--- src/rtl/crc32_stream.sv ---
// crc32_stream: frame-delimited streaming CRC-32 engine with valid/ready beats and a held result
// Configurable width, polynomial, init, reflection, final XOR and residue check.
module crc32_stream #(
   parameter int          DATA_BYTES  = 4,
   parameter logic [31:0] POLY        = 32'h04C11DB7,
   parameter logic [31:0] INIT        = 32'hFFFFFFFF,
   parameter logic [31:0] XOR_OUT     = 32'h00000000,
   parameter bit          REFLECT_IN  = 1'b0,
   parameter bit          REFLECT_OUT = 1'b0,
   parameter logic [31:0] RESIDUE     = 32'h00000000
) (
   input  logic                    clk,
   input  logic                    rst,
   input  logic                    s_valid,
   output logic                    s_ready,
   input  logic [8*DATA_BYTES-1:0] s_data,
   input  logic [DATA_BYTES-1:0]   s_keep,
   input  logic                    s_sof,
   input  logic                    s_eof,
   output logic                    m_valid,
   input  logic                    m_ready,
   output logic [31:0]             m_crc,
   output logic [15:0]             m_len,
   output logic                    m_match
);
   typedef enum logic {IDLE, ACTIVE} state_t;
   state_t      state, state_nxt;
   logic [31:0] crc, crc_nxt, crc_fin;
   logic [15:0] cnt, cnt_nxt;
   logic        in_rst, acc;
   assign s_ready = !in_rst && !(m_valid && !m_ready);
   assign acc     = s_valid && s_ready;
   always_comb begin
      state_nxt = acc ? (s_eof ? IDLE : ACTIVE) : state;
   end
   // Lanes are folded in first-byte-first order; on eof only the leading keep run counts.
   always_comb begin
      logic        run;
      logic        fb;
      logic [7:0]  d;
      logic [16:0] n;
      run     = 1'b1;
      fb      = 1'b0;
      d       = 8'h00;
      crc_nxt = (state == IDLE || s_sof) ? INIT : crc;
      n       = {1'b0, (state == IDLE || s_sof) ? 16'h0000 : cnt};
      for (int i = 0; i < DATA_BYTES; i++) begin
         run = run && (!s_eof || s_keep[DATA_BYTES-1-i]);
         d   = s_data[8*(DATA_BYTES-i)-1 -: 8];
         if (run) begin
            for (int j = 0; j < 8; j++) begin
               fb      = crc_nxt[31] ^ (REFLECT_IN ? d[j] : d[7-j]);
               crc_nxt = (crc_nxt << 1) ^ (fb ? POLY : 32'h0);
            end
            n = n + 17'd1;
         end
      end
      cnt_nxt = n[16] ? 16'hFFFF : n[15:0];
      crc_fin = 32'h0;
      for (int k = 0; k < 32; k++) crc_fin[k] = REFLECT_OUT ? crc_nxt[31-k] : crc_nxt[k];
      crc_fin = crc_fin ^ XOR_OUT;
   end
   always_ff @(posedge clk) begin
      if (rst) begin
         state   <= IDLE;
         crc     <= INIT;
         cnt     <= 16'h0000;
         in_rst  <= 1'b1;
         m_valid <= 1'b0;
         m_crc   <= 32'h0;
         m_len   <= 16'h0000;
         m_match <= 1'b0;
      end else begin
         in_rst <= 1'b0;
         state  <= state_nxt;
         if (acc) begin
            crc <= s_eof ? INIT : crc_nxt;
            cnt <= s_eof ? 16'h0000 : cnt_nxt;
         end
         if (acc && s_eof) begin
            m_valid <= 1'b1;
            m_crc   <= crc_fin;
            m_len   <= cnt_nxt;
            m_match <= (crc_fin == RESIDUE);
         end else if (m_ready) m_valid <= 1'b0;
      end
   end
endmodule
--- config.mk ---
export PLATFORM = sky130hd
export DESIGN_NAME = crc32_stream
export DESIGN_NICKNAME = d
export VERILOG_FILES = /design/src/rtl/crc32_stream.sv
export SDC_FILE = /design/constraint.sdc
export NUM_CORES = 1
export LEC_CHECK = 0
export CORE_ASPECT_RATIO = 1.5
export CORE_MARGIN = 3
export CORE_UTILIZATION = 35
export CTS_CLUSTER_DIAMETER = 120
export CTS_CLUSTER_SIZE = 28
export DETAILED_ROUTE_END_ITERATION = 8
export PLACE_DENSITY = 0.57
export SLEW_MARGIN = 5
export SYNTH_ARGS = -nofsm -noshare
export SYNTH_HDL_FRONTEND = slang
export SYNTH_SLANG_ARGS = --single-unit
--- constraint.sdc ---
create_clock -name clk -period 20.5 [get_ports clk]
set_input_delay 4.1 -clock clk [delete_from_list [all_inputs] [get_ports clk]]
set_output_delay 4.1 -clock clk [all_outputs]
set_load 0.02 [all_outputs]
==> results of run 1 <==
-- flip-flops by register name, indices dropped and copies added, names as in the netlist --
register / cells
crc: 32
m_crc: 32
cnt: 16
m_len: 16
in_rst: 1
m_match: 1
m_valid: 1
state: 1
-- per-layer routing --
metal / wire [um] / share of wire
met1: 17100 / 0.41
met3: 1370 / 0.033
met4: 2330 / 0.056
met5: 0 / 0
met2: 21100 / 0.50
-- cell usage in the layout (no fill, tap or decap), types with 27 or more instances in the layout --
| cell | n |
|---|---|
| a21oi_1 | 68 |
| xnor2_1 | 196 |
| dfxtp_1 | 100 |
| nor2_1 | 145 |
| mux2i_1 | 28 |
| clkdlybuf4s50_1 | 92 |
| xor2_1 | 69 |
| o22ai_1 | 27 |
| o21ai_0 | 60 |
| a22o_1 | 36 |
| nand3_1 | 27 |
| xnor3_1 | 35 |
| nand2_1 | 131 |
| nand2b_1 | 27 |
| nor3_1 | 28 |
-- layout make-up --
class | count | area (um^2) | area share
timing repair buffer | 111 | 1060 | 0.0821
clock buffer | 9 | 225 | 0.0174
sequential | 100 | 2000 | 0.155
inverter | 13 | 48.8 | 0.00377
clock inverter | 7 | 90.1 | 0.00696
tap | 410 | 513 | 0.0396
multi-input combinational | 1196 | 9000 | 0.695
-- worst max-delay path, cell delays in order --
cell,delay [ns]
clkdlybuf4s50_1,0.91
nand2b_2,0.23
buf_4,0.57
nor2_1,0.27
xnor3_1,0.29
a221oi_4,0.79
xnor3_2,0.64
and3_1,0.18
a2111o_1,0.42
nor3_1,0.27
o211ai_1,0.14
a31oi_1,0.59
xnor2_1,0.47
xnor2_2,0.49
xnor3_1,0.49
a21oi_2,0.29
nor4b_2,0.25
nand4_1,0.13
o21ai_1,0.15
-- how the worst min path moves through the flow --
stage / from / end / slack (ns)
global route: m_crc[26] / m_crc[26] / 0.46
CTS: m_crc[26] / m_crc[26] / 0.44
floorplan: crc[17] / crc[17] / 0.47
global placement: m_crc[26] / m_crc[26] / 0.43
detailed placement: m_crc[26] / m_crc[26] / 0.43
finish: m_crc[26] / m_crc[26] / 0.44
-- logic make-up (layout without fill, tap and decap cells) --
family,Yosys count,after routing,share of synthesized area
xor gates and xnor gates,328,328,0.322
DFF,100,100,0.174
adders and majority gates,4,4,0.00436
and+or+nand+nor,499,499,0.218
muxes,39,39,0.0388
buffers and inverters,114,140,0.0435
AOI/OAI and AO/OA,326,326,0.199
-- power breakdown --
part | internal (mW) | leakage (nW) | switching [mW] | total (mW)
logic | 1.01 | 3.83 | 1.24 | 2.25
registers | 0.235 | 0.812 | 0.0531 | 0.288
clock network | 0.0982 | 0.156 | 0.0869 | 0.185
total | 1.34 | 4.79 | 1.38 | 2.72
==> flow_metrics.py, run 1 <==
metrics = {
    "clock_tree": {
        "cts_tree": "built",
        "cts_buffers": 9,
        "cts.sinks": 100,
        "htree_levels": 3,
        "cts_setup_buffers": 0,
        "cts_root_buf": "clkbuf_16",
        "postCtsHoldBufs": 0,
        "ctsResizeCount": 0,
        "clkTransAtPathRegs_ns": 0.08,
        "clk_latency_ns": 0.37,
        "clock_path_buffers": 2,
    },
    "route": {
        "initialDrtViolationCount": 790,
        "finalWirelength_um": 41900,
        "remaining_drc_errors": 0,
        "drtPass1Iterations": 6,
        "viasPerCell": 5.67,
        "routed-via-count": 10500,
        "ant_nets": 0,
        "routedWlPerCell_um": 22.7,
    },
    "timing": {
        "slew_violations": 0,
        "post-route-min-period_ns": 11.42,
        "slew_headroom": 0.322,
        "whs_ns": 0.439,
        "max_freq_mhz": 87.5,
        "hold_viol_final": 0,
        "rsz0062_at_grt": "false",
        "tns_ns": 0,
        "finalSetupViolations": 0,
        "finClkSkew_ns": 0.0117,
        "fin_crit_sh": 0.557,
        "worstMarginPinSlew_ns": 1.01,
        "worst_slack_ns": 9.08,
    },
    "placed_design": {
        "placed_area_um2": 12600,
        "hpwl_um": 32600,
        "dp_cells": 1830,
        "port_buffers": 92,
        "gp_congestion": 0.939,
        "place_ws_ns": 8.89,
    },
    "flow_run": {
        "maxCapViolCount": 0,
    },
    "worst_setup_path": {
        "crit_type": "input pin to register",
        "crit_arrival_ns": 11.73,
        "worstSetupStartpoint": "s_sof",
        "r2r-end": "m_match",
        "reg2reg_slack_ns": 13.20,
        "required_ns": 20.80,
        "path_max_fanout": 65,
        "r2r_cells": 18,
        "endpoint_kind": "register",
        "endpoint": "m_match",
        "reg2reg_from": "state",
        "cp-start-kind": "input pin",
    },
    "cells_and_area": {
        "diodes": 0,
        "fin_area_um2": 12900,
        "nNetsFinal": 1477,
        "final_core_util": 0.404,
        "layout-drive-gt1-share": 0.0759,
        "fill_cells": 3329,
        "syn_to_final_growth_pct": 12.8,
        "final_cells": 1846,
    },
    "worst_hold_path": {
        "hold_class": "register to register",
        "whs_path_depth": 2,
    },
    "synthesis": {
        "synth.distinct_cells": 95,
        "async_reset_ff_frac": 0,
        "yosysSeqAreaShare": 0.174,
        "yosys.area.top_type_share": 0.174,
        "syn-instance-count": 1410,
        "synth_most_common_cell": "xnor2_1",
        "synth.avg_cell_area_um2": 8.14,
        "synthTopCellsByCount": "xnor2_1 (196), nor2_1 (146), nand2_1 (132), dfxtp_1 (100), a21oi_1 (70)",
        "syn_nets": 1456,
        "synthesis.area_um2": 11500,
        "yosys_most_used_dff": "dfxtp_1",
        "yosys_warnings": 0,
        "ys_ff_latch": 100,
        "yosys-top-cells-area": "dfxtp_1 (17%), xnor2_1 (15%), xnor3_1 (6.9%)",
        "synth_top_area_cell": "dfxtp_1",
        "synth-edff-count": 0,
    },
    "power": {
        "p_per_area_nw_per_um2": 210,
        "p_total_mw": 2.72,
        "power.leakage_nw": 4.79,
        "peakVddDrop_mv": 0.168,
    },
    "grt": {
        "use_met2": 0.411,
        "grt_use_total": 0.231,
        "grt_max_degree": 66,
        "met1_usage": 0.275,
        "grt_first_pass_wirelength_um": 63300,
        "grt_pass1_vias": 10200,
        "antenna_found_initial": 0,
        "busiest_layer": "met2",
        "grt-ovfl-total": 0,
        "met3_usage": 0.0210,
    },
    "run_status": {
        "run_status": "finished clean",
    },
    "floorplanning": {
        "die-area_um2": 35000,
        "die_y_um": 228,
        "start_util": 0.358,
        "core-area_um2": 32000,
        "die_w_um": 154,
        "rows": 80,
        "num_io_pins": 93,
    },
}
(Power assumes the default switching activity.)
==> run 2, diff against run 1 <==
Settings changed: PLACE_DENSITY 0.57 to 0.59.
Clock period 20.5 ns to 9.6 ns, I/O delays scaled along.
==> run 2 against run 1 <==
Final cell count increased by 1.1%. Combinational power increased by 130%. Critical path depth is the same. Total power is 120% higher. Critical path type unchanged. Critical endpoint unchanged. Largest cell class unchanged. Largest power group unchanged.
==> flow_metrics.py, run 2 (synthesized netlist as in run 1, its figures left out) <==
metrics = {
    "timing": {
        "worstMarginPinSlew_ns": 0.936,
        "worst_slack_ns": 0.777,
        "finalSetupViolations": 0,
        "post-route-min-period_ns": 8.82,
        "fin_crit_sh": 0.919,
        "tns_ns": 0,
        "max_freq_mhz": 113,
        "slew_headroom": 0.373,
        "whs_ns": 0.444,
        "finClkSkew_ns": 0.0129,
        "rsz0062_at_grt": "false",
        "hold_viol_final": 0,
        "slew_violations": 0,
    },
    "floorplanning": {
        "rows": 80,
        "die_w_um": 154,
        "num_io_pins": 93,
        "die_y_um": 228,
        "core-area_um2": 32000,
        "start_util": 0.358,
        "die-area_um2": 35000,
    },
    "power": {
        "p_per_area_nw_per_um2": 466,
        "power.leakage_nw": 4.89,
        "p_int_mw": 3.04,
        "p_total_mw": 6.11,
        "p_sw_mw": 3.08,
        "power_frac_comb": 0.835,
        "peakVddDrop_mv": 0.363,
        "power.share.clock": 0.066,
        "swShare": 0.503,
        "power.share.sequential": 0.099,
    },
    "worst_hold_path": {
        "hold_class": "register to register",
    },
    "placed_design": {
        "gp_congestion": 0.945,
        "port_buffers": 92,
        "place_ws_ns": 0.593,
        "placed_area_um2": 12800,
        "dp_cells": 1851,
        "hpwl_um": 33300,
    },
    "cells_and_area": {
        "largestRegisters": "crc: 32 flops, m_crc: 32 flops",
        "final_cells": 1867,
        "syn_to_final_growth_pct": 14.3,
        "diodes": 0,
        "mostFrequentLayoutCells": "xnor2_1 (196), nor2_1 (145), nand2_1 (131)",
        "fill_cells": 3312,
        "fin_area_um2": 13100,
        "layout-drive-gt1-share": 0.0892,
        "final_common_cell": "xnor2_1",
        "final_core_util": 0.410,
        "nNetsFinal": 1498,
    },
    "clock_tree": {
        "htree_levels": 3,
        "clk_latency_ns": 0.36,
        "clkTransAtPathRegs_ns": 0.07,
        "clock_path_buffers": 2,
        "cts_setup_buffers": 0,
        "cts_root_buf": "clkbuf_16",
        "postCtsHoldBufs": 0,
        "ctsResizeCount": 0,
        "cts_tree": "built",
        "cts_buffers": 9,
        "cts.sinks": 100,
    },
    "flow_run": {
        "maxCapViolCount": 0,
    },
    "worst_setup_path": {
        "worstSetupStartpoint": "s_sof",
        "timing.critical_path.mode_cell": "nor3_1",
        "crit_type": "input pin to register",
        "crit_chain": "clkdlybuf4s50_1, nand2b_2, nor3_1, nor2_2, a2111oi_2, o311ai_4, xor2_1, nor2_1, a2111o_1, nor3_1, o211ai_1, a31oi_1, xnor2_1, xnor2_2, xnor3_1, a21oi_2, nor4b_2, nand4_1, o21ai_1",
        "endpoint": "m_match",
        "r2r-end": "m_match",
        "path_max_fanout": 28,
        "reg2reg_slack_ns": 2.58,
        "slowest_stage": "clkdlybuf4s50_1",
        "required_ns": 9.89,
        "reg2reg_from": "state",
        "r2r_cells": 18,
        "endpoint_kind": "register",
        "crit_arrival_ns": 9.11,
        "cp-start-kind": "input pin",
        "max_stage_delay_ns": 0.72,
    },
    "grt": {
        "grt-ovfl-total": 0,
        "grt_pass1_vias": 10300,
        "grt_use_total": 0.230,
        "grt_first_pass_wirelength_um": 62900,
        "antenna_found_initial": 0,
        "grt_max_degree": 55,
    },
    "route": {
        "drtPass1Iterations": 5,
        "routedWlPerCell_um": 22.6,
        "finalWirelength_um": 42200,
        "routed-via-count": 10700,
        "initialDrtViolationCount": 628,
        "viasPerCell": 5.74,
        "remaining_drc_errors": 0,
        "ant_nets": 0,
    },
    "run_status": {
        "run_status": "finished clean",
    },
}
## run 2: worst min-delay path by stage
stage	startpoint	end	slack, ns	cells after the start
after detailed placement	m_crc[26]	m_crc[26]	0.44	2
after floorplan	crc[17]	crc[17]	0.47	2
final	m_crc[26]	m_crc[26]	0.44	2
after CTS	m_crc[26]	m_crc[26]	0.45	2
after global routing	m_crc[26]	m_crc[26]	0.45	2
after global placement	m_crc[26]	m_crc[26]	0.43	2
## run 2: critical path: cells and delay by family
family / cells / cell delay (ns)
AOI/OAI and AO/OA: 7 / 2.23
xor gates and xnor gates: 4 / 1.98
and+or+nand+nor: 7 / 2.23
buffers and inverters: 1 / 0.72
## run 2: metal layers
layer | up-vias | part of all wire | GRT usage
li1 | 5065 | - | -
met1 | 5183 | 0.39 | 0.264
met2 | 374 | 0.50 | 0.407
met3 | 102 | 0.041 | 0.0250
met4 | 0 | 0.068 | 0.139
met5 | - | 0 | 0
## run 2: cell type report
cell class / instances / area (um^2) / share of cell area
clock buffers: 9 / 225 / 0.0172
clock inverters: 7 / 104 / 0.00792
inverters: 13 / 48.8 / 0.00372
multi-input cells: 1196 / 9000 / 0.686
flip-flops and latches: 100 / 2000 / 0.153
well taps: 410 / 513 / 0.0391
repair buffers: 132 / 1220 / 0.0931
## run 2: power by group through the flow
stage               Sequential (mW)  Clock [mW]  Combinational (mW)
finish                        0.608       0.403                5.10
floorplan                     0.612           0                3.46
CTS                           0.607       0.412                5.06
global route                  0.616       0.426                5.35
global placement              0.616           0                5.02
detailed placement            0.615           0                5.02
==> edit: new RTL, config.mk and constraints of run 1 <==
`DATA_BYTES`: 4 -> 3.
--- a/src/rtl/crc32_stream.sv
+++ b/src/rtl/crc32_stream.sv
@@ -1,7 +1,7 @@
 // crc32_stream: frame-delimited streaming CRC-32 engine with valid/ready beats and a held result
 // Configurable width, polynomial, init, reflection, final XOR and residue check.
 module crc32_stream #(
-   parameter int          DATA_BYTES  = 4,
+   parameter int          DATA_BYTES  = 3,
    parameter logic [31:0] POLY        = 32'h04C11DB7,
    parameter logic [31:0] INIT        = 32'hFFFFFFFF,
    parameter logic [31:0] XOR_OUT     = 32'h00000000,
Interface: changed (resized s_data and s_keep); port bits go from 93 to 84. No check against the original RTL was run, so the function may have changed too.
==> edit against run 1 <==
Hold slack improved by 0.018 ns. Critical path depth decreased by 3. Design area decreased by 14%. Sequential cell count unchanged. Register-to-register slack improved by 1.1 ns. Wire length decreased by 18%. Critical path type unchanged. Area after synthesis decreased by 14%. Largest cell class unchanged. Setup slack improved by 1.3 ns.
Power is not compared: it rests on default switching activity, and its combinational part moved more than twofold at a synthesized area within 25%.
==> edit: results (changes against run 1) <==
set qor(drt-total-wl_um) 34500 ;# was 41900 um
set qor(r2r.worst_path.cells) 15 ;# was 18
set qor(weighted_congestion_reported_at_the_end_of_routability_driven_placement) 0.971 ;# was 0.939
set qor(holdPathEnd) {m_crc[31]} ;# was m_crc[26]
set qor(crit_slowest_cell) {sky130_fd_sc_hd__xor2_1} ;# was sky130_fd_sc_hd__clkdlybuf4s50_1
set qor(synth.yosys.seq_area_share_pct) 20.3 ;# was 17.4%
set qor(syn-mean-instance-area_um2) 8.03 ;# was 8.14 um2
set qor(detailedPlacementHpwl_um) 26700 ;# was 32600 um
set qor(place_area_mm2) 0.0108 ;# was 0.0126 mm2
set qor(run_status) {finished clean} ;# unchanged
set qor(critPathMaxFanout) 81 ;# was 65
set qor(detailedRoute.firstPassIterationCount) 5 ;# was 6
set qor(drive_above_1_share_pct) 7.64 ;# was 7.59%
set qor(grt.total_usage_pct) 22.4 ;# was 23.1%
set qor(worst-r2r-setup-slack_ns) 14.31 ;# was 13.20 ns
set qor(drt-initial-drc-count) 708 ;# was 790
set qor(synth_nets) 1262 ;# was 1456
set qor(io_buffers) 83 ;# was 92
set qor(vias_per_cell) 5.73 ;# was 5.67
set qor(clkLatencyLatePin_ns) 0.35 ;# was 0.37 ns
set qor(hold_path.startpoint) {m_crc[31]} ;# was m_crc[26]
set qor(skew_ns) 0.00913 ;# was 0.0117 ns
set qor(cp.arrival_ns) 10.40 ;# was 11.73 ns
set qor(layout.cells.non_filler) 1585 ;# was 1846
set qor(synth.lib_cells_used.distinct) 92 ;# was 95
set qor(synth.top_cells.by_area) {sky130_fd_sc_hd__dfxtp_1, sky130_fd_sc_hd__xnor2_1, sky130_fd_sc_hd__xnor3_1} ;# unchanged
-- edit: cell count changes after synthesis, sizes merged, moves of 16 or more --
cell	before	now
nor2	151	167
xnor2	202	137
nor3	28	49
a22o	36	0
nand2	133	98
o21ai	68	42
-- edit: cell type report --
cell class | instances | area [um2]
sequential | 100 | 2000
clock inverter | 5 | 62.6
clock buffer | 10 | 229
fill | 2831 | 16400
timing repair buffer | 98 | 938
inverter | 11 | 41.3
tap | 342 | 428
multi-input combinational | 1019 | 7430
-- edit: layer usage --
metal | vias up | GRT usage [%] | share of wire, %
li1 | 4361 | - | -
met1 | 4350 | 27.4 | 41
met2 | 299 | 38.9 | 50
met3 | 77 | 1.40 | 4.0
met4 | 0 | 12.0 | 5.8
met5 | - | 0 | 0
-- edit: per-stage QoR --
stage               hold WS (ns)  setup WS, ns
finish                     0.456         10.33
global route               0.474         10.08
CTS                        0.461         10.45
detailed placement         0.450         10.09
global placement           0.447         10.12
floorplan                  0.458         11.57
-- edit: cells by family (layout without fill, tap and decap cells) --
group / count (synthesis) / after routing / synth area share, %
AND/OR/NAND/NOR: 466 / 466 / 23.1
AO/OA/AOI/OAI: 281 / 281 / 19.8
XOR/XNOR: 242 / 242 / 29.0
buffers and inverters: 107 / 124 / 4.53
flip-flops: 100 / 100 / 20.3
multiplexers: 27 / 27 / 2.92
adder cells (fa/ha/maj): 3 / 3 / 0.381
-- edit: tightest hold or removal path, stage by stage (launching register included) --
cell and delay (ns):
sky130_fd_sc_hd__dfxtp_1 0.31, sky130_fd_sc_hd__nand2_1 0.05, sky130_fd_sc_hd__a21oi_1 0.05
